### config.mk
export PLATFORM = sky130hd
export DESIGN_NAME = mac_tile_sched
export DESIGN_NICKNAME = d
export VERILOG_FILES = /design/src/rtl/macarray_pkg.sv /design/src/rtl/mac_sched_mask.sv /design/src/rtl/mac_tile_sched.sv
export SDC_FILE = /design/constraint.sdc
export NUM_CORES = 1
export LEC_CHECK = 0
export ABC_AREA = 1
export BUFFER_PORTS_ARGS = -buffer_cell sky130_fd_sc_hd__buf_2
export CAP_MARGIN = 20
export CORE_AREA = 2 2 117 119
export CTS_CLUSTER_DIAMETER = 150
export DETAILED_ROUTE_END_ITERATION = 16
export DIE_AREA = 0 0 119 121
export SLEW_MARGIN = 20
export SYNTH_ARGS = -nofsm -noshare
export SYNTH_HDL_FRONTEND = slang
export SYNTH_SLANG_ARGS = --single-unit
### constraint.sdc
create_clock -name CLK -period 2 [get_ports CLK]
set_input_delay 0.4 -clock CLK [delete_from_list [all_inputs] [get_ports CLK]]
set_output_delay 0.4 -clock CLK [all_outputs]
set_load 0.05 [all_outputs]
### src/rtl/macarray_pkg.sv
// Shared constants, MNT field layout and sequencer state encoding for the 4x4 MAC array.
package macarray_pkg;

  localparam int unsigned DW     = 8;
  localparam int unsigned AW     = 16;
  localparam int unsigned LAT    = 1;
  localparam int unsigned TILE   = 4;
  localparam int unsigned MAXDIM = 8;

  localparam int unsigned HALF_W = TILE * DW;
  localparam int unsigned ROW_W  = TILE * AW;

  localparam int unsigned DIM_W  = 4;
  localparam int unsigned M_LSB  = 8;
  localparam int unsigned N_LSB  = 4;
  localparam int unsigned T_LSB  = 0;

  // RD issues TILE reads; the last lane lands LAT cycles after the last read.
  localparam int unsigned RD_LAST = TILE - 1 + LAT;
  localparam int unsigned WR_LAST = TILE - 1;

  typedef enum logic [2:0] {
    S_IDLE,
    S_CLR,
    S_RD,
    S_ACC,
    S_WR,
    S_DONE
  } state_t;

  // A dimension is legal when it lies in 1..MAXDIM.
  function automatic logic dim_ok(input logic [DIM_W-1:0] d);
    return (d != '0) && (d <= DIM_W'(MAXDIM));
  endfunction

endpackage

### src/rtl/mac_sched_mask.sv
// Combinational masking of array lane data and result rows against the latched M/N/T.
module mac_sched_mask
  import macarray_pkg::*;
(
  input  logic [11:0] mnt_i,
  input  logic        ti_i,
  input  logic        mi_i,
  input  logic        kh_i,
  input  logic [1:0]  lane_i,
  input  logic [1:0]  row_i,
  input  logic        ld_i,
  input  logic        wr_i,
  input  logic [31:0] rd_in_i,
  input  logic [31:0] rd_wt_i,
  input  logic [63:0] row_data_i,
  output logic [31:0] in_data_o,
  output logic [31:0] wt_data_o,
  output logic [63:0] wdata_o
);

  logic [DIM_W-1:0] m_dim;
  logic [DIM_W-1:0] n_dim;
  logic [DIM_W-1:0] t_dim;

  assign m_dim = mnt_i[M_LSB +: DIM_W];
  assign n_dim = mnt_i[N_LSB +: DIM_W];
  assign t_dim = mnt_i[T_LSB +: DIM_W];

  // Lane data passes only for rows/columns inside the matrix, bytes only inside N.
  always_comb begin
    in_data_o = '0;
    wt_data_o = '0;
    if (ld_i) begin
      if ({1'b0, ti_i, lane_i} < t_dim) in_data_o = rd_in_i;
      if ({1'b0, mi_i, lane_i} < m_dim) wt_data_o = rd_wt_i;
      for (int b = 0; b < int'(TILE); b++) begin
        if ({1'b0, kh_i, 2'(b)} >= n_dim) begin
          in_data_o[HALF_W-1-DW*b -: DW] = '0;
          wt_data_o[HALF_W-1-DW*b -: DW] = '0;
        end
      end
    end
  end

  // Result rows beyond T are zero; columns beyond M are zeroed within a row.
  always_comb begin
    wdata_o = '0;
    if (wr_i && ({1'b0, ti_i, row_i} < t_dim)) begin
      wdata_o = row_data_i;
      for (int j = 0; j < int'(TILE); j++) begin
        if ({1'b0, mi_i, 2'(j)} >= m_dim) wdata_o[ROW_W-1-AW*j -: AW] = '0;
      end
    end
  end

endmodule

### src/rtl/mac_tile_sched.sv
// Tile sequencer: walks four 4x4 output tiles, loading lanes, accumulating and writing rows.
module mac_tile_sched
  import macarray_pkg::*;
(
  input  logic        CLK,
  input  logic        RST,
  input  logic        START,
  input  logic [11:0] MNT,
  output logic        BUSY,
  output logic        DONE,
  output logic        ERR,
  output logic        EN_I,
  output logic [3:0]  ADDR_I,
  input  logic [31:0] RDATA_I,
  output logic        EN_W,
  output logic [3:0]  ADDR_W,
  input  logic [31:0] RDATA_W,
  output logic        EN_O,
  output logic        RW_O,
  output logic [3:0]  ADDR_O,
  output logic [63:0] WDATA_O,
  output logic        ARR_CLR,
  output logic        ARR_LD,
  output logic [1:0]  ARR_LANE,
  output logic [31:0] ARR_I_DATA,
  output logic [31:0] ARR_W_DATA,
  output logic        ARR_ACC,
  output logic [1:0]  ARR_ROW,
  input  logic [63:0] ARR_ROW_DATA
);

  state_t      st_q, st_d;
  logic [2:0]  cnt_q, cnt_d;
  logic        kh_q, kh_d;
  logic        ti_q, ti_d;
  logic        mi_q, mi_d;
  logic        err_q, err_d;
  logic [11:0] mnt_q, mnt_d;

  logic        rd_d, ld_d, wr_d;
  logic [1:0]  lane_d;

  logic        busy_q, done_q, err_o_q, clr_q, ld_q, acc_q;
  logic        en_i_q, en_w_q, en_o_q;
  logic [3:0]  addr_i_q, addr_w_q, addr_o_q;
  logic [1:0]  lane_q, row_q;

  // Next-state: tile loop {mi, ti} with ti inner, two K halves per tile.
  always_comb begin
    st_d  = st_q;
    cnt_d = cnt_q;
    kh_d  = kh_q;
    ti_d  = ti_q;
    mi_d  = mi_q;
    err_d = err_q;
    mnt_d = mnt_q;
    unique case (st_q)
      S_IDLE: begin
        if (START) begin
          mnt_d = MNT;
          cnt_d = '0;
          kh_d  = 1'b0;
          ti_d  = 1'b0;
          mi_d  = 1'b0;
          if (dim_ok(MNT[M_LSB +: DIM_W]) && dim_ok(MNT[N_LSB +: DIM_W]) &&
              dim_ok(MNT[T_LSB +: DIM_W])) begin
            st_d  = S_CLR;
            err_d = 1'b0;
          end else begin
            st_d  = S_DONE;
            err_d = 1'b1;
          end
        end
      end
      S_CLR: begin
        st_d  = S_RD;
        cnt_d = '0;
        kh_d  = 1'b0;
      end
      S_RD: begin
        if (cnt_q == 3'(RD_LAST)) begin
          st_d  = S_ACC;
          cnt_d = '0;
        end else begin
          cnt_d = cnt_q + 3'd1;
        end
      end
      S_ACC: begin
        cnt_d = '0;
        if (!kh_q) begin
          kh_d = 1'b1;
          st_d = S_RD;
        end else begin
          st_d = S_WR;
        end
      end
      S_WR: begin
        if (cnt_q == 3'(WR_LAST)) begin
          cnt_d = '0;
          if (mi_q && ti_q) begin
            st_d = S_DONE;
          end else begin
            st_d = S_CLR;
            ti_d = ~ti_q;
            mi_d = mi_q | ti_q;
          end
        end else begin
          cnt_d = cnt_q + 3'd1;
        end
      end
      S_DONE: begin
        st_d  = S_IDLE;
        err_d = 1'b0;
      end
      default: st_d = S_IDLE;
    endcase
  end

  // Output decode of the upcoming state so every strobe leaves a flop.
  always_comb begin
    rd_d   = (st_d == S_RD) && (cnt_d < 3'(TILE));
    ld_d   = (st_d == S_RD) && (cnt_d != '0);
    wr_d   = (st_d == S_WR);
    lane_d = ld_d ? 2'(cnt_d - 3'd1) : 2'd0;
  end

  // State, loop counters and registered strobes/addresses.
  always_ff @(posedge CLK) begin
    if (RST) begin
      st_q     <= S_IDLE;
      cnt_q    <= '0;
      kh_q     <= 1'b0;
      ti_q     <= 1'b0;
      mi_q     <= 1'b0;
      err_q    <= 1'b0;
      mnt_q    <= '0;
      busy_q   <= 1'b0;
      done_q   <= 1'b0;
      err_o_q  <= 1'b0;
      clr_q    <= 1'b0;
      ld_q     <= 1'b0;
      acc_q    <= 1'b0;
      en_i_q   <= 1'b0;
      en_w_q   <= 1'b0;
      en_o_q   <= 1'b0;
      addr_i_q <= '0;
      addr_w_q <= '0;
      addr_o_q <= '0;
      lane_q   <= '0;
      row_q    <= '0;
    end else begin
      st_q     <= st_d;
      cnt_q    <= cnt_d;
      kh_q     <= kh_d;
      ti_q     <= ti_d;
      mi_q     <= mi_d;
      err_q    <= err_d;
      mnt_q    <= mnt_d;
      busy_q   <= (st_d == S_CLR) || (st_d == S_RD) || (st_d == S_ACC) || (st_d == S_WR);
      done_q   <= (st_d == S_DONE);
      err_o_q  <= (st_d == S_DONE) && err_d;
      clr_q    <= (st_d == S_CLR);
      acc_q    <= (st_d == S_ACC);
      ld_q     <= ld_d;
      lane_q   <= lane_d;
      en_i_q   <= rd_d;
      en_w_q   <= rd_d;
      addr_i_q <= rd_d ? {ti_d, cnt_d[1:0], kh_d} : 4'd0;
      addr_w_q <= rd_d ? {mi_d, cnt_d[1:0], kh_d} : 4'd0;
      en_o_q   <= wr_d;
      row_q    <= wr_d ? cnt_d[1:0] : 2'd0;
      addr_o_q <= wr_d ? {mi_d, ti_d, cnt_d[1:0]} : 4'd0;
    end
  end

  mac_sched_mask u_mask (
    .mnt_i      (mnt_q),
    .ti_i       (ti_q),
    .mi_i       (mi_q),
    .kh_i       (kh_q),
    .lane_i     (lane_q),
    .row_i      (row_q),
    .ld_i       (ld_q),
    .wr_i       (en_o_q),
    .rd_in_i    (RDATA_I),
    .rd_wt_i    (RDATA_W),
    .row_data_i (ARR_ROW_DATA),
    .in_data_o  (ARR_I_DATA),
    .wt_data_o  (ARR_W_DATA),
    .wdata_o    (WDATA_O)
  );

  assign BUSY     = busy_q;
  assign DONE     = done_q;
  assign ERR      = err_o_q;
  assign EN_I     = en_i_q;
  assign ADDR_I   = addr_i_q;
  assign EN_W     = en_w_q;
  assign ADDR_W   = addr_w_q;
  assign EN_O     = en_o_q;
  assign RW_O     = en_o_q;
  assign ADDR_O   = addr_o_q;
  assign ARR_CLR  = clr_q;
  assign ARR_LD   = ld_q;
  assign ARR_LANE = lane_q;
  assign ARR_ACC  = acc_q;
  assign ARR_ROW  = row_q;

endmodule

==> results.sh, run 1 <==
export IMPL_failing_checks="negative setup slack"
export IMPL_drv_max_cap_violation_count=0
export IMPL_cts_hold_buf=0
export IMPL_detailed_place_area_um2=6683
export IMPL_fp_row_count=42
export IMPL_tightest_slew_ns=0.3766
export IMPL_critical_path_startpoint_type="flop"
export IMPL_max_slew_margin_rel_pct=74.86
export IMPL_whs_ns=0.3840
export IMPL_cp_cell_sequence="inv_4 -> ha_4 -> o21a_1 -> o21ai_2 -> nand3_4 -> buf_12 -> clkbuf_16 -> nor3b_4 -> buf_6"
export IMPL_drc=0
export IMPL_ioPinCount=297
export IMPL_crit_path_max_incr_delay_ns=0.32
export IMPL_finalSetupViolCount=128
export IMPL_synth_seq_area_share_pct=25.55
export IMPL_routedWlPerCell_um=17.60
export IMPL_grt_first_pass_wirelength_um=23210
export IMPL_synth_seq_cells=41
export IMPL_clock_tree_htree_level_count=2
export IMPL_drtPass1Iterations=4
export IMPL_layout_drive_gt1_share_pct=76.28
export IMPL_cts_made_buffers=5
export IMPL_critPathTopFamily="buffers and inverters"
export IMPL_worst_clock_skew_ns=0.004006
export IMPL_timing_rr_end="ARR_LANE[1]$_SDFF_PP0_"
export IMPL_synth_enable_flop_cells=0
export IMPL_finish_instance_area_um2=8320
export IMPL_cp_required_ns=1.60
export IMPL_postSynthCellCount=419
export IMPL_cp_depth=9
export IMPL_die_h_um=121
export IMPL_cts_root_buffer_cell="sky130_fd_sc_hd__clkbuf_16"
export IMPL_drtIter0Drc=122
export IMPL_fp_dieArea_um2=14400
export IMPL_avgSynthCellArea_um2=7.668
export IMPL_rr_worst_depth=10
export IMPL_dr_total_vias=4258
export IMPL_hpwl_um=11850
export IMPL_antenna_found_initial=1
export IMPL_setup_repair_after_global_routing_missed_its_margin="true"
export IMPL_static_leakage_nw=3.899
export IMPL_vdd_ir_drop_max_mv=0.5275
export IMPL_timing_critical_path_to_type="primary output"
export IMPL_final_critical_path_setup_slack_ns=-0.3739
export IMPL_drt_wl_total_um=16470
export IMPL_postSynthNetCount=575
export IMPL_gp_congestion=0.8346
export IMPL_cts_max_path_buffers=2
export IMPL_critPathKind="reg2out"
export IMPL_n_fill_cell=1006
export IMPL_power_density_relative_to_cell_area_nw_per_um2=499.1
export IMPL_grt_pass1_vias=4315
export IMPL_finalNetCount=914
export IMPL_final_period_utilization_pct=118.7
export IMPL_port_buffers=296
export IMPL_tritoncts="done"
export IMPL_critical_path_endpoint="WDATA_O[44]"
export IMPL_timing_critical_path_fanout_max=9
export IMPL_ys_warnings_count=0
export IMPL_track_usage_pct=20.21
export IMPL_maxClockFrequency_mhz=421.2
export IMPL_final_hold_violation_count=0
export IMPL_cp_arrival_ns=1.97
export IMPL_synthDistinctLibCells=36
export IMPL_setup_slack_of_the_worst_register_to_register_path_ns=0.34
export IMPL_fin_total_pwr_mw=4.153
export IMPL_core_area_um2=13090
export IMPL_synth_async_sr_flop_share_pct=0
export IMPL_clock_sinks=41
export IMPL_setup_tns_final_ns=-36.53
export IMPL_drt_antenna_violating_nets=0
export IMPL_holdCritPathClass="in2reg"
export IMPL_run_status="finished with violations"
export IMPL_timing_final_max_slew_violations=0
export IMPL_layout_cells_most_common="sky130_fd_sc_hd__buf_2"
export IMPL_critical_path_slowest_cell="sky130_fd_sc_hd__dfxtp_2"
export IMPL_clkLatencyLatePin_ns=0.28
export IMPL_initial_core_util_pct=24.56
export IMPL_gr_total_overflow=0
export IMPL_setup_worst_path_start="mnt_q[1]$_SDFFE_PP0P_"
export IMPL_clkSlewWorstSetupHoldPaths_ns=0.06
export IMPL_fin_crit_ns=2.374
export IMPL_synth_main_ff_cell="sky130_fd_sc_hd__dfxtp_1"
export IMPL_die_width_um=119
export IMPL_area_delta_synth_final_pct=159.0
export IMPL_top_library_cells_by_usage_in_the_layout_fill_and_taps_aside="168 x sky130_fd_sc_hd__buf_2, 129 x sky130_fd_sc_hd__buf_6, 110 x sky130_fd_sc_hd__nor3b_4"
export IMPL_netlist_area_um2=3213
export IMPL_worstReg2RegStart="cnt_q[0]$_SDFF_PP0_"
export IMPL_drt_vias_per_instance=4.549
export IMPL_critical_path_n_buffers_inverters=4
export IMPL_final_util_pct=63.59
export IMPL_grt_start_max_net_pins=33
==> final cells by class <==
cell class	instances	area, µm²	area share (%)
multi-input cells	302	3566	42.86
clock buffers	5	125.1	1.504
inverters	47	183.9	2.211
well taps	176	220.2	2.647
repair buffers	361	3367	40.47
diodes	1	2.502	0.03008
clock inverters	3	17.52	0.2105
flip-flops and latches	41	838.3	10.08
==> metrics by stage <==
| stage | setup slack, ns | std cells |
|---|---|---|
| after global placement | -0.2341 | 901 |
| after CTS | -0.4113 | 929 |
| final | -0.3739 | 936 |
| after detailed placement | -0.2309 | 901 |
| after global routing | -0.4462 | 936 |
| after floorplan | -0.2866 | 419 |
==> synth_stat cells, types with 4 or more instances <==
master | instances | area share, %
sky130_fd_sc_hd__nor2_1 | 47 | 5.5
sky130_fd_sc_hd__nor3b_1 | 94 | 22
sky130_fd_sc_hd__clkbuf_1 | 5 | 0.58
sky130_fd_sc_hd__a21oi_1 | 16 | 2.5
sky130_fd_sc_hd__nand3_1 | 7 | 1.1
sky130_fd_sc_hd__inv_2 | 10 | 1.2
sky130_fd_sc_hd__dfxtp_1 | 41 | 26
sky130_fd_sc_hd__nand2_1 | 49 | 5.7
sky130_fd_sc_hd__o21ai_0 | 14 | 2.2
sky130_fd_sc_hd__buf_4 | 7 | 1.6
sky130_fd_sc_hd__inv_1 | 36 | 4.2
sky130_fd_sc_hd__o21ai_1 | 4 | 0.62
sky130_fd_sc_hd__nor3_2 | 6 | 1.9
sky130_fd_sc_hd__buf_2 | 15 | 2.3
sky130_fd_sc_hd__ha_1 | 13 | 5.1
sky130_fd_sc_hd__nor3b_2 | 18 | 7.0
sky130_fd_sc_hd__nand3_2 | 8 | 2.5
==> state kept, by name, summed over array words and instances, names as in the netlist, 2 cells and up <==
name      count
ADDR_I        4
cnt_q         3
ADDR_O        4
mnt_q        12
ARR_LANE      2
st_q          3
==> power breakdown <==
part           total, mW  switching (mW)  internal (mW)  leakage [nW]
registers          0.928          0.0548          0.873         0.339
logic               2.46            1.38           1.08          3.49
clock network      0.767           0.310          0.457        0.0696
total               4.15            1.74           2.41          3.90
==> worst min-delay path, cell delays in order <==
cell and delay, ns:
sky130_fd_sc_hd__buf_2 0.11, sky130_fd_sc_hd__nand2_1 0.06, sky130_fd_sc_hd__a21oi_1 0.05
==> worst min path at each step <==
stage,start,end,depth (start not counted)
finish,MNT[5],mnt_q[5]$_SDFFE_PP0P_,3
global route,MNT[5],mnt_q[5]$_SDFFE_PP0P_,3
CTS,MNT[5],mnt_q[5]$_SDFFE_PP0P_,3
detailed placement,mnt_q[8]$_SDFFE_PP0P_,mnt_q[8]$_SDFFE_PP0P_,2
global placement,mnt_q[3]$_SDFFE_PP0P_,mnt_q[3]$_SDFFE_PP0P_,2
floorplan,mnt_q[2]$_SDFFE_PP0P_,mnt_q[2]$_SDFFE_PP0P_,2
==> timing repair <==
| item | CTS | global route |
|---|---|---|
| cloned | 9 | 6 |
| pin swaps | 48 | 36 |
| endpoints found under the setup margin | 128 | 128 |
| endpoints found under the hold margin | 0 | 0 |
| buffers inserted | 11 | 5 |
| resized for setup | 238 | 77 |
==> routing by layer <==
| metal | part of all wire [%] | up-vias | track usage [%] |
|---|---|---|---|
| li1 | - | 2083 | - |
| met1 | 39 | 2006 | 23.59 |
| met2 | 55 | 147 | 38.58 |
| met3 | 4.6 | 22 | 3.289 |
| met4 | 2.1 | 0 | 4.315 |
| met5 | 0 | - | 0 |
==> cell families after synthesis <==
logic type | after synthesis | synth area share [%]
simple gates | 242 | 49.22
buf+inv | 76 | 10.83
compound gates | 46 | 9.074
flops | 41 | 25.55
fa+ha+maj | 13 | 5.062
xor+xnor | 1 | 0.2726
Power figures use the tool's default switching activity.
==> inputs of run 2 (changes only) <==
- CORE_AREA: 2 2 117 119 -> 2 2 116 118
- DIE_AREA: 0 0 119 121 -> 0 0 118 120
- clock period: 2 -> 2.9 ns (I/O delays scaled with it)
==> results.sh, run 2 (same netlist as run 1, synthesis figures left out) <==
export IMPL_whs_ns=0.4742
export IMPL_rr_worst_depth=10
export IMPL_maxClockFrequency_mhz=360.0
export IMPL_clkSlewWorstSetupHoldPaths_ns=0.06
export IMPL_layout_cells_most_common="sky130_fd_sc_hd__buf_2"
export IMPL_grt_start_max_net_pins=45
export IMPL_clkLatencyLatePin_ns=0.28
export IMPL_drtIter0Drc=243
export IMPL_finalSetupViolCount=0
export IMPL_clock_sinks=41
export IMPL_post_place_ws_ns=0.2676
export IMPL_hold_path_end="mnt_q[3]$_SDFFE_PP0P_"
export IMPL_cp_arrival_ns=2.20
export IMPL_layout_drive_gt1_share_pct=55.27
export IMPL_timing_critical_path_to_type="primary output"
export IMPL_count_of_placed_standard_cells_in_the_final_layout_fillers_left_out=879
export IMPL_tritoncts="done"
export IMPL_gp_congestion=0.8464
export IMPL_drv_max_cap_violation_count=0
export IMPL_timing_critical_path_fanout_max=44
export IMPL_area_delta_synth_final_pct=58.06
export IMPL_static_leakage_nw=2.633
export IMPL_setup_worst_path_start="ADDR_O[1]$_SDFF_PP0_"
export IMPL_fp_dieArea_um2=14160
export IMPL_port_buffers=296
export IMPL_worst_clock_skew_ns=0.002676
export IMPL_cts_max_path_buffers=2
export IMPL_tightest_slew_ns=0.9641
export IMPL_worstReg2RegStart="cnt_q[0]$_SDFF_PP0_"
export IMPL_initial_core_util_pct=24.75
export IMPL_track_usage_pct=17.37
export IMPL_top_register="mnt_q"
export IMPL_final_period_utilization_pct=95.79
export IMPL_timing_rr_end="ARR_LD$_SDFF_PP0_"
export IMPL_final_util_pct=39.13
export IMPL_timing_hold_worst_path_depth=2
export IMPL_power_density_relative_to_cell_area_nw_per_um2=407.9
export IMPL_run_status="complete, no violations"
export IMPL_die_h_um=120
export IMPL_critPathKind="reg2out"
export IMPL_setup_slack_of_the_worst_register_to_register_path_ns=1.13
export IMPL_antenna_found_initial=2
export IMPL_core_area_um2=12980
export IMPL_grt_pass1_vias=3625
export IMPL_final_hold_violation_count=0
export IMPL_drt_vias_per_instance=4.366
export IMPL_drtPass1Iterations=4
export IMPL_placedCellCount=869
export IMPL_ioPinCount=297
export IMPL_vdd_ir_drop_max_mv=0.2460
export IMPL_cts_made_buffers=5
export IMPL_top_library_cells_by_usage_in_the_layout_fill_and_taps_aside="294 x sky130_fd_sc_hd__buf_2, 82 x sky130_fd_sc_hd__nor3b_1, 47 x sky130_fd_sc_hd__nor2_1, 47 x sky130_fd_sc_hd__nand2_1, 41 x sky130_fd_sc_hd__dfxtp_1"
export IMPL_cp_required_ns=2.32
export IMPL_detailed_place_area_um2=4862
export IMPL_grt_first_pass_wirelength_um=19800
export IMPL_setup_repair_after_global_routing_missed_its_margin="true"
export IMPL_drc=0
export IMPL_dr_total_vias=3838
export IMPL_max_slew_margin_rel_pct=35.72
export IMPL_timing_final_max_slew_violations=0
export IMPL_fp_row_count=42
export IMPL_gr_total_overflow=0
export IMPL_cts_root_buffer_cell="sky130_fd_sc_hd__clkbuf_16"
export IMPL_finish_instance_area_um2=5079
export IMPL_clock_tree_htree_level_count=2
export IMPL_holdCritPathClass="reg2reg"
export IMPL_largest_register_ffs=12
export IMPL_fin_crit_ns=2.778
export IMPL_drt_wl_total_um=13140
export IMPL_timing_hold_worst_start="mnt_q[3]$_SDFFE_PP0P_"
export IMPL_critical_path_startpoint_type="flop"
export IMPL_hpwl_um=10880
export IMPL_final_critical_path_setup_slack_ns=0.1222
export IMPL_die_width_um=118
export IMPL_drt_antenna_violating_nets=0
export IMPL_finalNetCount=857
export IMPL_routedWlPerCell_um=14.95
run 2: cell types whose count changed in the layout (fill, tap and decap cells not counted), moves of 16 or more:
| cell | delta |
|---|---|
| sky130_fd_sc_hd__buf_6 | -128 |
| sky130_fd_sc_hd__buf_2 | +126 |
| sky130_fd_sc_hd__nor3b_4 | -110 |
| sky130_fd_sc_hd__nor3b_1 | +82 |
| sky130_fd_sc_hd__nor3b_2 | +28 |
| sky130_fd_sc_hd__buf_12 | -24 |
| sky130_fd_sc_hd__nor2_1 | +19 |
| sky130_fd_sc_hd__nor2_4 | -19 |
| sky130_fd_sc_hd__buf_4 | -16 |
run 2: layer usage:
layer | GRT usage, % | vias to the layer above | part of all wire, %
li1 | - | 1953 | -
met1 | 22.34 | 1744 | 43
met2 | 30.52 | 130 | 51
met3 | 3.375 | 9 | 5.3
met4 | 2.937 | 2 | 0.59
met5 | 0 | - | 0.099
run 2: cell type report:
class / count / area, µm²
antenna: 1 / 2.502
clock buffer: 5 / 125.1
clock inverter: 3 / 43.79
fill: 1400 / 7901
inverter: 47 / 178.9
multi-input combinational: 302 / 2125
sequential: 41 / 820.8
tap: 176 / 220.2
timing repair buffer: 304 / 1563
run 2: worst max-delay path by stage:
stage	endpoint	cells past startpoint
detailed placement	WDATA_O[14]	6
floorplan	WDATA_O[0]	6
finish	WDATA_O[17]	7
global route	ARR_I_DATA[20]	6
global placement	WDATA_O[6]	6
CTS	WDATA_O[17]	8
run 2: where the power goes:
part           internal (mW)  leakage (nW)  total [mW]  switching [mW]
registers              0.603         0.334       0.634          0.0308
clock network          0.407        0.0842       0.632           0.225
logic                  0.251          2.21       0.806           0.555
run 2: stage by stage:
| step | TNS, ns | power, mW |
|---|---|---|
| floorplan | -29.77 | 1.217 |
| global placement | 0 | 1.421 |
| detailed placement | 0 | 1.423 |
| CTS | 0 | 2.065 |
| global route | -0.1890 | 2.191 |
| finish | 0 | 2.072 |
run 2: timing repair:
action / 4_1_cts / 5_1_grt
hold buffers: 0 / 0
endpoints found under the setup margin: 16 / 75
buffers inserted: 0 / 1
pin swaps: 0 / 1
resized for setup: 1 / 6
run 2: worst max-delay path, cell delays in order, from the launching register on:
cell                       delay [ns]
sky130_fd_sc_hd__dfxtp_1         0.34
sky130_fd_sc_hd__ha_1            0.30
sky130_fd_sc_hd__o21a_1          0.10
sky130_fd_sc_hd__o21ai_1         0.14
sky130_fd_sc_hd__nand3_2         0.12
sky130_fd_sc_hd__buf_4           0.28
sky130_fd_sc_hd__nor3b_1         0.31
sky130_fd_sc_hd__clkbuf_4        0.30
==> inputs of run 3 (changes only) <==
- BUFFER_PORTS_ARGS: -buffer_cell sky130_fd_sc_hd__buf_2 -> -buffer_cell sky130_fd_sc_hd__clkbuf_2
==> results.sh, run 3 (same netlist as run 1, synthesis figures left out) <==
export IMPL_run_status="complete, no violations"
export IMPL_clock_tree_htree_level_count=2
export IMPL_final_util_pct=42.62
export IMPL_setup_slack_of_the_worst_register_to_register_path_ns=1.10
export IMPL_critical_path_n_buffers_inverters=2
export IMPL_layout_cells_most_common="sky130_fd_sc_hd__clkbuf_2"
export IMPL_timing_hold_worst_start="mnt_q[2]$_SDFFE_PP0P_"
export IMPL_cp_arrival_ns=2.20
export IMPL_max_slew_margin_rel_pct=36.30
export IMPL_final_hold_violation_count=0
export IMPL_timing_rr_end="ARR_LD$_SDFF_PP0_"
export IMPL_clkLatencyLatePin_ns=0.28
export IMPL_largest_register_ffs=12
export IMPL_drv_max_cap_violation_count=0
export IMPL_drt_antenna_violating_nets=0
export IMPL_die_width_um=118
export IMPL_cp_depth=6
export IMPL_timing_critical_path_fanout_max=16
export IMPL_grt_pass1_vias=3619
export IMPL_power_density_relative_to_cell_area_nw_per_um2=369.6
export IMPL_static_leakage_nw=2.630
export IMPL_hold_path_end="mnt_q[2]$_SDFFE_PP0P_"
export IMPL_critPathTopFamily="compound AO/OA/AOI/OAI gates"
export IMPL_n_fill_cell=1359
export IMPL_gr_total_overflow=0
export IMPL_antenna_found_initial=1
export IMPL_finalSetupViolCount=0
export IMPL_maxClockFrequency_mhz=359.7
export IMPL_routedWlPerCell_um=14.62
export IMPL_drtIter0Drc=232
export IMPL_cp_cell_sequence="inv_1 -> ha_1 -> nand2_1 -> o221ai_2 -> nor3b_1 -> clkbuf_2"
export IMPL_grt_first_pass_wirelength_um=19470
export IMPL_tightest_slew_ns=0.9556
export IMPL_fp_row_count=42
export IMPL_cts_resized=0
export IMPL_port_buffers=296
export IMPL_grt_start_max_net_pins=65
export IMPL_drc=0
export IMPL_cts_max_path_buffers=2
export IMPL_die_h_um=120
export IMPL_timing_final_max_slew_violations=0
export IMPL_timing_critical_path_to_type="primary output"
export IMPL_cts_made_buffers=5
export IMPL_ioPinCount=297
export IMPL_cp_required_ns=2.32
export IMPL_area_delta_synth_final_pct=72.16
export IMPL_critPathKind="reg2out"
export IMPL_core_area_um2=12980
export IMPL_fin_crit_ns=2.780
export IMPL_clock_sinks=41
export IMPL_ff_latch_area_um2=820.8
export IMPL_fp_dieArea_um2=14160
export IMPL_vdd_ir_drop_max_mv=0.2391
export IMPL_setup_repair_after_global_routing_missed_its_margin="true"
export IMPL_layout_drive_gt1_share_pct=57.26
export IMPL_drt_wl_total_um=12850
export IMPL_cts_hold_buf=0
export IMPL_critical_path_slowest_cell="sky130_fd_sc_hd__o221ai_2"
export IMPL_hpwl_um=10730
export IMPL_drtPass1Iterations=4
export IMPL_gp_congestion=0.8676
export IMPL_worstReg2RegStart="cnt_q[0]$_SDFF_PP0_"
export IMPL_track_usage_pct=17.08
export IMPL_finalNetCount=858
export IMPL_critical_path_startpoint_type="flop"
export IMPL_setup_tns_final_ns=0
export IMPL_top_library_cells_by_usage_in_the_layout_fill_and_taps_aside="267 x sky130_fd_sc_hd__clkbuf_2, 67 x sky130_fd_sc_hd__nor3b_1, 47 x sky130_fd_sc_hd__nor2_1, 47 x sky130_fd_sc_hd__nand2_1, 45 x sky130_fd_sc_hd__nor3b_2"
export IMPL_top_register="mnt_q"
export IMPL_crit_path_max_incr_delay_ns=0.74
export IMPL_holdCritPathClass="reg2reg"
export IMPL_worst_clock_skew_ns=0.003331
export IMPL_cts_root_buffer_cell="sky130_fd_sc_hd__clkbuf_16"
export IMPL_multi_input_comb_area_um2=2198
export IMPL_cts_post_setup_buffers_inserted=0
export IMPL_dr_total_vias=3824
export IMPL_final_period_utilization_pct=95.87
export IMPL_tritoncts="done"
export IMPL_clkSlewWorstSetupHoldPaths_ns=0.06
export IMPL_whs_ns=0.4624
export IMPL_rr_worst_depth=10
export IMPL_timing_hold_worst_path_depth=2
export IMPL_initial_core_util_pct=24.75
export IMPL_drt_vias_per_instance=4.350
## run 3: how the worst max path moves through the flow
| stage | startpoint | end | slack [ns] |
|---|---|---|---|
| after floorplan | ADDR_O[1]$_SDFF_PP0_ | WDATA_O[0] | -0.38 |
| after global placement | mi_q$_SDFF_PP0_ | WDATA_O[20] | 0.32 |
| after detailed placement | mi_q$_SDFF_PP0_ | WDATA_O[26] | 0.34 |
| after CTS | mi_q$_SDFF_PP0_ | WDATA_O[20] | 0.006 |
| after global routing | kh_q$_SDFF_PP0_ | ARR_I_DATA[20] | -0.07 |
| final | kh_q$_SDFF_PP0_ | ARR_I_DATA[5] | 0.12 |
## run 3: power breakdown
part           switching, mW  internal, mW  total, mW
registers             0.0301         0.603      0.633
logic                  0.574         0.282      0.857
clock network          0.217         0.337      0.555
## run 3: tightest hold or removal path, cell delays in order, from the launching register on
cell and delay [ns]:
sky130_fd_sc_hd__dfxtp_1 0.29, sky130_fd_sc_hd__inv_1 0.06, sky130_fd_sc_hd__a21oi_1 0.06
## run 3: routing by layer
layer	up-vias	track usage, %	wire [µm]	share of wire (%)
met5	-	0	0	0
met4	0	3.087	166	1.3
met3	10	2.852	684	5.3
met2	140	29.40	6346	49
met1	1723	22.65	5655	44
li1	1951	-	-	-
## run 3: final cells by class
cell class	count	area share, %
timing repair buffer	305	35.51
antenna	1	0.04524
clock buffer	6	2.511
inverter	47	3.235
multi-input combinational	302	39.74
clock inverter	1	0.1357
sequential	41	14.84
tap	176	3.981
## run 3: per-stage QoR
stage	total power, mW	setup slack (ns)	instances	cell area (µm²)
2_1_floorplan	1.217	-0.3793	419	3273
6_report	2.045	0.1196	879	5532
4_1_cts	2.033	0.006117	878	5439
3_5_place_dp	1.481	0.3409	871	5293
5_1_grt	2.154	-0.06842	879	5532
3_3_place_gp	1.482	0.3246	871	5293
